### src/rtl/swap_pkg.sv
// swap_pkg: shared definitions for the lane-permutation unit.
//   swap_mode_e - per-transaction permutation select carried on in_mode
//   CORE_WIDTH  - datapath word width used across the 20-bit core
package swap_pkg;

  typedef enum logic [1:0] {
    MODE_PASS      = 2'd0,
    MODE_PAIR_SWAP = 2'd1,
    MODE_ROTATE    = 2'd2,
    MODE_REVERSE   = 2'd3
  } swap_mode_e;

  localparam int unsigned CORE_WIDTH = 20;

endpackage

### src/rtl/swap_perm.sv
// swap_perm: purely combinational lane permutation.
// Ports:
//   data      - LANES words of WIDTH bits, lane i at [i*WIDTH +: WIDTH]
//   mode      - swap_mode_e encoding (pass / pair swap / rotate / reverse)
//   amt       - rotate amount, only meaningful in MODE_ROTATE
//   perm_data - permuted words, same lane packing as data
module swap_perm
  import swap_pkg::*;
#(
  parameter int unsigned WIDTH = CORE_WIDTH,
  parameter int unsigned LANES = 4,
  parameter int unsigned AMT_W = $clog2(LANES)
) (
  input  logic [LANES*WIDTH-1:0] data,
  input  logic [1:0]             mode,
  input  logic [AMT_W-1:0]       amt,
  output logic [LANES*WIDTH-1:0] perm_data
);

  logic [WIDTH-1:0] lane_in [LANES];

  for (genvar i = 0; i < LANES; i++) begin : g_unpack
    assign lane_in[i] = data[i*WIDTH +: WIDTH];
  end

  for (genvar j = 0; j < LANES; j++) begin : g_lane
    localparam logic [AMT_W-1:0] J = AMT_W'(j);
    logic [AMT_W-1:0] src;

    // Source lane indices are AMT_W bits wide and LANES is a power of two,
    // so rotate wraps for free and ~J equals LANES-1-j.
    always_comb begin
      src = J;
      case (mode)
        MODE_PASS:      src = J;
        MODE_PAIR_SWAP: src = J ^ AMT_W'(1);
        MODE_ROTATE:    src = J + amt;
        MODE_REVERSE:   src = ~J;
        default:        src = J;
      endcase
    end

    assign perm_data[j*WIDTH +: WIDTH] = lane_in[src];
  end

endmodule

### src/rtl/swap_network.sv
// swap_network: registered lane-permutation unit with valid/ready handshake.
// Ports:
//   clk, rst_n            - rising-edge clock, async active-low reset
//   in_valid/in_ready     - input handshake; in_ready is combinational
//   in_data/in_mode/in_amt - word vector and permutation, sampled on accept
//   out_valid/out_ready   - output handshake from a single register stage
//   out_data              - permuted vector, held while stalled
//   xfer_count            - wrapping count of completed output handshakes
module swap_network
  import swap_pkg::*;
#(
  parameter int unsigned WIDTH = CORE_WIDTH,
  parameter int unsigned LANES = 4,
  parameter int unsigned CNT_W = 16
) (
  input  logic                       clk,
  input  logic                       rst_n,
  input  logic                       in_valid,
  output logic                       in_ready,
  input  logic [LANES*WIDTH-1:0]     in_data,
  input  logic [1:0]                 in_mode,
  input  logic [$clog2(LANES)-1:0]   in_amt,
  output logic                       out_valid,
  input  logic                       out_ready,
  output logic [LANES*WIDTH-1:0]     out_data,
  output logic [CNT_W-1:0]           xfer_count
);

  logic                   in_fire;
  logic                   out_fire;
  logic [LANES*WIDTH-1:0] perm_data;

  swap_perm #(
    .WIDTH (WIDTH),
    .LANES (LANES)
  ) u_perm (
    .data      (in_data),
    .mode      (in_mode),
    .amt       (in_amt),
    .perm_data (perm_data)
  );

  // rst_n gates in_ready so nothing is offered acceptance while in reset.
  assign in_ready = rst_n && (!out_valid || out_ready);
  assign in_fire  = in_valid && in_ready;
  assign out_fire = out_valid && out_ready;

  always_ff @(posedge clk or negedge rst_n) begin
    if (!rst_n) begin
      out_valid <= 1'b0;
      out_data  <= '0;
    end else if (in_fire) begin
      out_valid <= 1'b1;
      out_data  <= perm_data;
    end else if (out_fire) begin
      out_valid <= 1'b0;
    end
  end

  always_ff @(posedge clk or negedge rst_n) begin
    if (!rst_n) begin
      xfer_count <= '0;
    end else if (out_fire) begin
      xfer_count <= xfer_count + CNT_W'(1);
    end
  end

endmodule

### config.mk
export PLATFORM = sky130hd
export DESIGN_NAME = swap_network
export DESIGN_NICKNAME = d
export VERILOG_FILES = /design/src/rtl/swap_pkg.sv /design/src/rtl/swap_perm.sv /design/src/rtl/swap_network.sv
export SDC_FILE = /design/constraint.sdc
export NUM_CORES = 1
export LEC_CHECK = 0
export CAP_MARGIN = 20
export CORE_ASPECT_RATIO = 1.5
export CORE_MARGIN = 2
export CORE_UTILIZATION = 48
export DETAILED_ROUTE_END_ITERATION = 16
export PLACE_DENSITY = 0.92
export SLEW_MARGIN = 20
export SYNTH_ARGS = -nofsm -noshare
export SYNTH_HDL_FRONTEND = slang
export SYNTH_SLANG_ARGS = --single-unit
### constraint.sdc
create_clock -name clk -period 1.8 [get_ports clk]
set_input_delay 0.36 -clock clk [delete_from_list [all_inputs] [get_ports clk]]
set_output_delay 0.36 -clock clk [all_outputs]
set_load 0.02 [all_outputs]
==> flow_summary_export.csv, run 1 <==
group,metric,value,unit
outcome,status,"finished clean",
sta,period_share,97.4,%
sta,rsz0062_at_grt,"true",
critical_path,critical_path_class,"input pin to flop",
critical_path,crit_arrival,1.96,ns
finish,syn_to_final_growth,43.2,%
floorplan,dieWidth,96.4,um
logic_synthesis,yosys.area.top_type_share,39.5,%
floorplan,rows,50,
logic_synthesis,synthArstFlopShare,100,%
clocking,clockBufferDepth,2,
logic_synthesis,ys_top_cells_by_count,"nand2_1 (107), dfrtp_1 (97), o21ai_0 (78)",
finish,antenna_cells,0,
power,total_power,7750,uW
hold_path,hp-class,"input pin to asynchronous set/reset pin",
logic_synthesis,yosysTopAreaCell,"dfrtp_1",
logic_synthesis,synthFlopType,"dfrtp_1",
logic_synthesis,synth.avg_cell_area,8.72,sq um
finish,stdcell_count,1052,
logic_synthesis,yosysMostFrequentCell,"nand2_1",
power,power_frac_comb,37.0,%
clocking,numCtsBuffers,9,
floorplan,design.core.area,0.0125,sq mm
global_routing,grt_antenna_before_repair,0,
sta,slew-limit-headroom,66.9,%
placed_design,dp_hpwl,14.7,mm
critical_path,path_cells,"clkdlybuf4s50_1 -> buf_4 -> a21oi_4 -> buf_6 -> mux2i_2 -> o221ai_1",
placed_design,gp_congestion,0.890,
clocking,htreeDepth,3,
floorplan,die_h,143,um
sta,finalHoldViolCount,0,
power,p_seq_share,37.3,%
detailed_routing,vias,6687,
clocking,cts_num_sinks,97,
clocking,path_clk_slew,0.07,ns
logic_synthesis,synth_edf_count,0,
floorplan,die_area,0.0137,sq mm
global_routing,grt_pass1_vias,6515,
critical_path,worst-path-max-fanout,9,
power,swShare,34.8,%
power,cellLeakagePower,0.00365,uW
detailed_routing,avgViaCountPerCell,6.36,
global_routing,grt_pass1_wl,32.3,mm
logic_synthesis,ys_warn_count,0,
critical_path,cp_slowest_cell,"clkdlybuf4s50_1",
critical_path,crit_path_end_kind,"flop",
clocking,cts_setup_buffers,0,
clocking,clock_latency,0.34,ns
power,vdd_drop_max,476,uV
logic_synthesis,syn_inst,705,
clocking,cts_tree,"done",
finish,seqCellArea,0.00243,sq mm
sta,skew,0.00600,ns
logic_synthesis,ys_types,44,
power,power_density,881,mW/mm^2
sta,hold_slack,0.0430,ns
finish,drive_gt1_share,10.4,%
sta,final-setup-viol-count,0,
finish,fin_nets,980,
floorplan,start_util,49.1,%
sta,drv_slew,0,
power,clockPowerShare,25.6,%
global_routing,grt_max_degree,90,
logic_synthesis,synth-seq-cells,97,
logic_synthesis,yosysSeqAreaShare,39.5,%
finish,nFillCells,906,
flow_run,max_cap_viol_count,0,
sta,tns,0,ns
detailed_routing,wl,20.7,mm
detailed_routing,firstDrtPassIters,7,
logic_synthesis,syn_nets,794,
power,p_int,5050,uW
detailed_routing,drc,0,
clocking,cts.root.buffer_cell,"clkbuf_16",
critical_path,start_kind,"input pin",
global_routing,grt-ovfl-total,0,
floorplan,ios,186,
global_routing,grt_use_total,30.0,%
placed_design,place_inst,1036,
sta,worst_slew_pin_slew,0.497,ns
critical_path,critPathMaxStageDelay,0.47,ns
power,switchingPower,2700,uW
detailed_routing,drt_iter0_markers,602,
logic_synthesis,syn_area,0.00615,sq mm
critical_path,required,2.00,ns
detailed_routing,avgRoutedWirePerCell,19.7,um
detailed_routing,ant_nets,0,
logic_synthesis,synthTopCellsByArea,"dfrtp_1 (39%), o221ai_1 (11%), mux2i_1 (9.4%)",
finish,multi_input_area,0.00345,sq mm
placed_design,port_buffers,185,
sta,fin_crit,1.75,ns
sta,fmax,0.570,GHz
-- power by group through the flow --
stage                     clock [uW]  combinational (uW)  sequential [uW]
after floorplan                    0                 850             3390
after global placement             0                2780             2920
after detailed placement           0                2860             2920
after CTS                       2010                2860             2890
after global routing            2070                3080             2940
final                           1990                2870             2900
-- per-layer routing --
| layer | global-route usage [%] | part of all wire [%] |
|---|---|---|
| met1 | 36.4 | 38 |
| met5 | 0 | 0 |
| met4 | 15.9 | 4.3 |
| met2 | 50.3 | 50 |
| met3 | 4.66 | 7.8 |
-- cells in the final DEF, fill, tap and decap left out, types with 18 or more instances in the layout --
cell / n
nor2_1: 48
mux2i_1: 51
nor3_1: 19
or3_1: 19
nor2b_1: 18
nor3b_1: 18
o21ai_0: 78
nand2_1: 107
dfrtp_1: 97
o221ai_1: 76
buf_4: 47
clkdlybuf4s50_1: 174
-- registers in the layout, summed over array words and instances (netlist names) --
| name | cells |
|---|---|
| out_data | 80 |
| xfer_count | 16 |
| out_valid | 1 |
-- cells by family after synthesis --
logic type	synth area share (%)
fa+ha+maj	0.204
compound gates	22.9
buf+inv	5.39
xor+xnor	2.14
mux	9.81
flops	39.5
simple gates	20.0
-- worst paths after layout --
check	startpoint	endpoint	slack, ns	cells after the start
setup / recovery	in_mode[1]	out_data[44]	0.05	6
hold / removal	rst_n	xfer_count[14]	0.04	2
setup reg to reg	out_valid	out_data[24]	0.26	5
hold reg to reg	out_data[32]	out_data[32]	0.49	2
max in group asynchronous	rst_n	out_data[34]	1.25	2
min in group clk	out_data[32]	out_data[32]	0.49	2
-- worst max-delay path, delay by kind of cell --
kind            cells  cell delay, ns
mux                 1            0.27
compound gates      2            0.46
buf+inv             3            0.87
-- stage by stage --
stage | utilization (%) | cell area (sq um) | setup WS [ns]
CTS | 70.0 | 8750 | 0.00666
floorplan | - | 6150 | 0.258
global placement | 67.5 | 8450 | -0.367
finish | 70.4 | 8800 | 0.0465
global route | 70.4 | 8800 | -0.0404
detailed placement | 67.5 | 8450 | -0.373
-- layout make-up --
class / count / area share, %
tap: 156 / 2.22
clock inverter: 7 / 0.881
multi-input combinational: 537 / 39.2
clock buffer: 9 / 2.56
inverter: 4 / 0.171
sequential: 97 / 27.6
timing repair buffer: 242 / 27.3
-- what timing repair did --
action | CTS | global route
gates resized for setup | 6 | 17
setup endpoints to repair | 2 | 20
hold buffers | 0 | 0
cloned | 0 | 0
No activity file was read; power rests on OpenSTA's default activity.
==> run 2: changes to the inputs <==
--- a/config.mk
+++ b/config.mk
@@ -10,8 +10,10 @@
 export CORE_MARGIN = 2
 export CORE_UTILIZATION = 48
 export DETAILED_ROUTE_END_ITERATION = 16
-export PLACE_DENSITY = 0.92
+export PLACE_DENSITY = 0.88
+export SKIP_CTS_REPAIR_TIMING = 1
 export SLEW_MARGIN = 20
 export SYNTH_ARGS = -nofsm -noshare
 export SYNTH_HDL_FRONTEND = slang
+export SYNTH_HIERARCHICAL = 1
 export SYNTH_SLANG_ARGS = --single-unit
==> flow_summary_export.csv, run 2 <==
group,metric,value,unit
outcome,status,"finished clean",
logic_synthesis,yosysMostFrequentCell,"dfrtp_1",
logic_synthesis,ys_warn_count,6,
power,switchingPower,3130,uW
floorplan,die_area,0.0165,sq mm
logic_synthesis,syn_inst,662,
clocking,cts_tree,"done",
critical_path,crit_family,"buffers and inverters",
global_routing,grt_max_degree,98,
sta,skew,0.0125,ns
global_routing,grt_pass1_vias,6767,
power,p_int,5870,uW
clocking,numCtsBuffers,9,
logic_synthesis,synthTopCellsByArea,"dfrtp_1 (33%), mux2_4 (16%), mux2i_1 (11%)",
placed_design,dp_hpwl,16.9,mm
sta,drv_slew,0,
logic_synthesis,yosysTopAreaCell,"dfrtp_1",
detailed_routing,firstDrtPassIters,5,
critical_path,r2r_slack,0.28,ns
finish,reg_top3,"out_data x80, xfer_count x16, out_valid x1",
critical_path,crit_path_end_kind,"primary output",
sta,fin_crit,1.80,ns
finish,syn_to_final_growth,42.7,%
sta,final-setup-viol-count,0,
global_routing,grt_pass1_wl,35.1,mm
floorplan,dieWidth,106,um
logic_synthesis,synth-seq-cells,97,
finish,mostFrequentLayoutCells,"clkdlybuf4s50_1 (170), buf_4 (122), dfrtp_1 (97)",
logic_synthesis,synthArstFlopShare,100,%
logic_synthesis,synthFlopType,"dfrtp_1",
floorplan,ios,186,
logic_synthesis,ys_types,44,
global_routing,grt_antenna_before_repair,1,
floorplan,start_util,49.1,%
finish,fin_nets,1021,
flow_run,max_cap_viol_count,0,
clocking,cts_num_sinks,97,
finish,final_common_cell,"clkdlybuf4s50_1",
sta,fmax,0.557,GHz
placed_design,preCtsSetupSlack,-0.589,ns
sta,period_share,99.8,%
finish,top_register,"out_data",
detailed_routing,drt_iter0_markers,364,
detailed_routing,ant_nets,0,
critical_path,cp_slowest_cell,"clkdlybuf4s50_1",
clocking,clockBufferDepth,2,
critical_path,worst-path-max-fanout,2,
logic_synthesis,syn_nets,751,
sta,worst_slew_pin_slew,0.595,ns
logic_synthesis,ys_top_cells_by_count,"dfrtp_1 (97), mux2i_1 (80), mux2_4 (79)",
power,clockPowerShare,21.7,%
detailed_routing,wl,23.0,mm
detailed_routing,avgViaCountPerCell,5.91,
critical_path,critical_path_class,"flop to primary output",
logic_synthesis,yosysSeqAreaShare,32.7,%
power,swShare,34.8,%
critical_path,cp.depth,1,
power,power_frac_comb,44.5,%
power,cellLeakagePower,0.00482,uW
floorplan,design.core.area,0.0151,sq mm
power,power_density,849,mW/mm^2
placed_design,gp_congestion,0.894,
floorplan,rows,55,
sta,slew-limit-headroom,60.3,%
floorplan,die_h,156,um
sta,tns,0,ns
logic_synthesis,syn_area,0.00743,sq mm
finish,stdcell_count,1137,
critical_path,critPathMaxStageDelay,0.64,ns
critical_path,path_cells,"clkdlybuf4s50_1",
detailed_routing,drc,0,
sta,hold_slack,0.0985,ns
logic_synthesis,synth_edf_count,0,
critical_path,path_buf_inv,1,
clocking,htreeDepth,3,
hold_path,hp-class,"input pin to asynchronous set/reset pin",
power,p_seq_share,33.7,%
critical_path,start_kind,"flop",
placed_design,port_buffers,185,
finish,nFillCells,1089,
critical_path,crit_arrival,1.44,ns
global_routing,grt-ovfl-total,0,
clocking,path_clk_slew,0.07,ns
clocking,clock_latency,0.35,ns
power,vdd_drop_max,698,uV
finish,final_core_util,70.1,%
sta,fin_ws,0.00440,ns
detailed_routing,avgRoutedWirePerCell,20.2,um
clocking,cts.root.buffer_cell,"clkbuf_16",
critical_path,required,1.44,ns
sta,finalHoldViolCount,0,
global_routing,grt_use_total,26.9,%
placed_design,place_inst,1116,
logic_synthesis,synth.avg_cell_area,11.2,sq um
logic_synthesis,yosys.area.top_type_share,32.7,%
detailed_routing,vias,6719,
finish,largest_reg_flops,80,
finish,drive_gt1_share,28.9,%
critical_path,rr_worst_depth,6,
-- run 2: worst paths after layout --
| check | start | endpoint |
|---|---|---|
| hold / removal | rst_n | out_data[79] |
| setup reg to reg | out_valid | out_data[19] |
| max in group asynchronous | rst_n | out_data[48] |
| setup / recovery | out_data[49] | out_data[49] |
| min in group clk | xfer_count[15] | xfer_count[15] |
| hold reg to reg | xfer_count[15] | xfer_count[15] |
-- run 2: layer usage --
| metal | wire [um] | track usage (%) | vias to the layer above | part of all wire [%] |
|---|---|---|---|---|
| met4 | 1180 | 15.0 | 0 | 5.1 |
| met5 | 0 | 0 | - | 0 |
| met3 | 1440 | 5.04 | 69 | 6.3 |
| met1 | 8460 | 29.7 | 3227 | 37 |
| met2 | 11900 | 48.4 | 342 | 52 |
| li1 | - | - | 3081 | - |
-- run 2: power by group through the flow --
stage | registers, uW | clock network, uW | logic, uW
CTS | 3050 | 1990 | 3990
global route | 3100 | 2090 | 4210
floorplan | 3620 | 0 | 1530
global placement | 3070 | 0 | 3890
finish | 3040 | 1950 | 4010
detailed placement | 3070 | 0 | 3980
-- run 2: cell type report --
| cell class | count | area (sq um) | area share [%] |
|---|---|---|---|
| Antenna cell | 1 | 2.50 | 0.0236 |
| Clock buffer | 9 | 225 | 2.12 |
| Clock inverter | 7 | 72.6 | 0.684 |
| Inverter | 3 | 11.3 | 0.106 |
| Multi-Input combinational cell | 498 | 4510 | 42.5 |
| Sequential cell | 97 | 2430 | 22.9 |
| Tap cell | 199 | 249 | 2.35 |
| Timing Repair Buffer | 323 | 3110 | 29.4 |
-- run 2: cells by family (layout without fill, tap and decap cells) --
family	after synthesis	count (layout)	synth area share [%]
AO/OA/AOI/OAI	160	160	15.6
XOR/XNOR	15	15	1.77
adder cells (fa/ha/maj)	1	1	0.168
flip-flops	97	97	32.7
multiplexers	180	180	29.9
other	0	1	0
buffers and inverters	67	342	7.17
AND/OR/NAND/NOR	142	142	12.7
-- run 2: per-stage QoR --
step	total power [uW]	cell area (sq um)
2_1_floorplan	5150	7430
3_3_place_gp	6970	10200
3_5_place_dp	7050	10200
4_1_cts	9030	10500
5_1_grt	9400	10600
6_report	9000	10600
==> run 3: changes to the inputs <==
--- a/config.mk
+++ b/config.mk
@@ -10,7 +10,8 @@
 export CORE_MARGIN = 2
 export CORE_UTILIZATION = 48
 export DETAILED_ROUTE_END_ITERATION = 16
-export PLACE_DENSITY = 0.88
+export HOLD_SLACK_MARGIN = 0.02
+export PLACE_DENSITY = 0.78
 export SKIP_CTS_REPAIR_TIMING = 1
 export SLEW_MARGIN = 20
 export SYNTH_ARGS = -nofsm -noshare
==> flow_summary_export.csv, run 3 (same netlist as run 2, synthesis figures left out) <==
group,metric,value,unit
sta,tns,0,ns
critical_path,cp_slowest_cell,"clkdlybuf4s50_1",
clocking,numCtsBuffers,9,
finish,drive_gt1_share,27.9,%
finish,nFillCells,1096,
flow_run,max_cap_viol_count,0,
finish,final_common_cell,"clkdlybuf4s50_1",
power,vdd_drop_max,472,uV
floorplan,dieWidth,106,um
finish,seqCellArea,0.00243,sq mm
detailed_routing,avgViaCountPerCell,6.04,
finish,antenna_cells,0,
finish,fin_nets,1009,
finish,top_register,"out_data",
outcome,status,"finished clean",
finish,largest_reg_flops,80,
detailed_routing,vias,6787,
critical_path,required,1.44,ns
detailed_routing,avgRoutedWirePerCell,21.7,um
detailed_routing,drt_iter0_markers,425,
sta,hold_slack,0.129,ns
global_routing,grt_max_degree,98,
clocking,path_clk_slew,0.08,ns
finish,fin_area,0.0105,sq mm
sta,fmax,0.560,GHz
sta,slew-limit-headroom,64.5,%
critical_path,critPathMaxStageDelay,0.65,ns
sta,fin_crit,1.78,ns
detailed_routing,drc,0,
global_routing,grt-ovfl-total,0,
hold_path,hp-class,"input pin to asynchronous set/reset pin",
critical_path,crit_family,"buffers and inverters",
finish,reg_top3,"out_data x80, xfer_count x16, out_valid x1",
sta,rsz0062_at_grt,"false",
clocking,cts_num_sinks,97,
global_routing,grt_pass1_wl,37.3,mm
placed_design,gp_congestion,0.932,
placed_design,dp_hpwl,17.9,mm
critical_path,worst-path-max-fanout,2,
sta,final-setup-viol-count,0,
global_routing,grt_antenna_before_repair,0,
critical_path,critical_path_class,"flop to primary output",
finish,multi_input_area,0.00452,sq mm
power,power_density,859,mW/mm^2
critical_path,crit_arrival,1.42,ns
clocking,clockBufferDepth,2,
sta,drv_slew,0,
clocking,cts_tree,"done",
floorplan,die_h,156,um
floorplan,ios,186,
sta,finalHoldViolCount,0,
critical_path,start_kind,"flop",
detailed_routing,ant_nets,0,
detailed_routing,wl,24.4,mm
finish,syn_to_final_growth,41.8,%
placed_design,port_buffers,185,
sta,skew,0.00367,ns
global_routing,grt_use_total,28.8,%
global_routing,grt_pass1_vias,6997,
clocking,cts.root.buffer_cell,"clkbuf_16",
critical_path,crit_path_end_kind,"primary output",
sta,period_share,99.2,%
power,cellLeakagePower,0.00480,uW
clocking,htreeDepth,3,
critical_path,path_cells,"clkdlybuf4s50_1",
clocking,clock_latency,0.35,ns
floorplan,design.core.area,0.0151,sq mm
floorplan,rows,55,
floorplan,start_util,49.1,%
finish,mostFrequentLayoutCells,"clkdlybuf4s50_1 (166), buf_4 (111), dfrtp_1 (97)",
placed_design,dpl_cell_area,0.0101,sq mm
sta,worst_slew_pin_slew,0.533,ns
critical_path,path_buf_inv,1,
detailed_routing,firstDrtPassIters,6,
floorplan,die_area,0.0165,sq mm
run 3: changes by cell type in the layout (fill, tap and decap cells not counted):
cell             delta
a221oi_2            -1
diode_2             -1
inv_8               +1
dlymetal6s2s_1      +4
clkdlybuf4s50_1     -4
mux2i_2             -2
buf_6               -2
a221oi_1            +1
buf_12              +1
clkbuf_8            +1
inv_6               -1
mux2i_4             +2
buf_4              -11
clkinv_8            -1
run 3: report_power, final:
group | internal (uW) | switching [uW]
registers | 2670 | 418
clock network | 1010 | 960
logic | 2200 | 1790
run 3: area by class of cell:
cell class	count	area share [%]
Timing Repair Buffer	311	28.8
Inverter	3	0.107
Clock inverter	6	0.558
Tap cell	199	2.36
Clock buffer	10	2.27
Sequential cell	97	23.0
Multi-Input combinational cell	498	42.9
run 3: routing by layer:
layer,vias to the layer above,track usage [%],share of wire (%)
met1,3321,33.0,38
met3,83,3.71,5.1
met2,325,50.2,50
li1,3058,-,-
met5,-,0,0
met4,0,18.5,6.6
run 3: worst paths after layout:
check | start | end | slack [ns] | cells after the start
max | out_data[26] | out_data[26] | 0.02 | 1
min | rst_n | out_data[42] | 0.13 | 2
max reg2reg | out_valid | out_data[71] | 0.17 | 6
min reg2reg | xfer_count[15] | xfer_count[15] | 0.48 | 1
max in group asynchronous | rst_n | out_data[11] | 1.27 | 2
min in group clk | xfer_count[15] | xfer_count[15] | 0.48 | 1
run 3: per-stage QoR:
step	setup slack [ns]	util, %	cells	power (uW)
after floorplan	0.0956	-	662	5150
after global placement	-0.502	66.8	1104	6980
after detailed placement	-0.539	66.8	1104	7080
after CTS	-0.272	68.7	1120	9060
after global routing	0.00380	69.6	1124	9420
final	0.0151	69.6	1124	9050
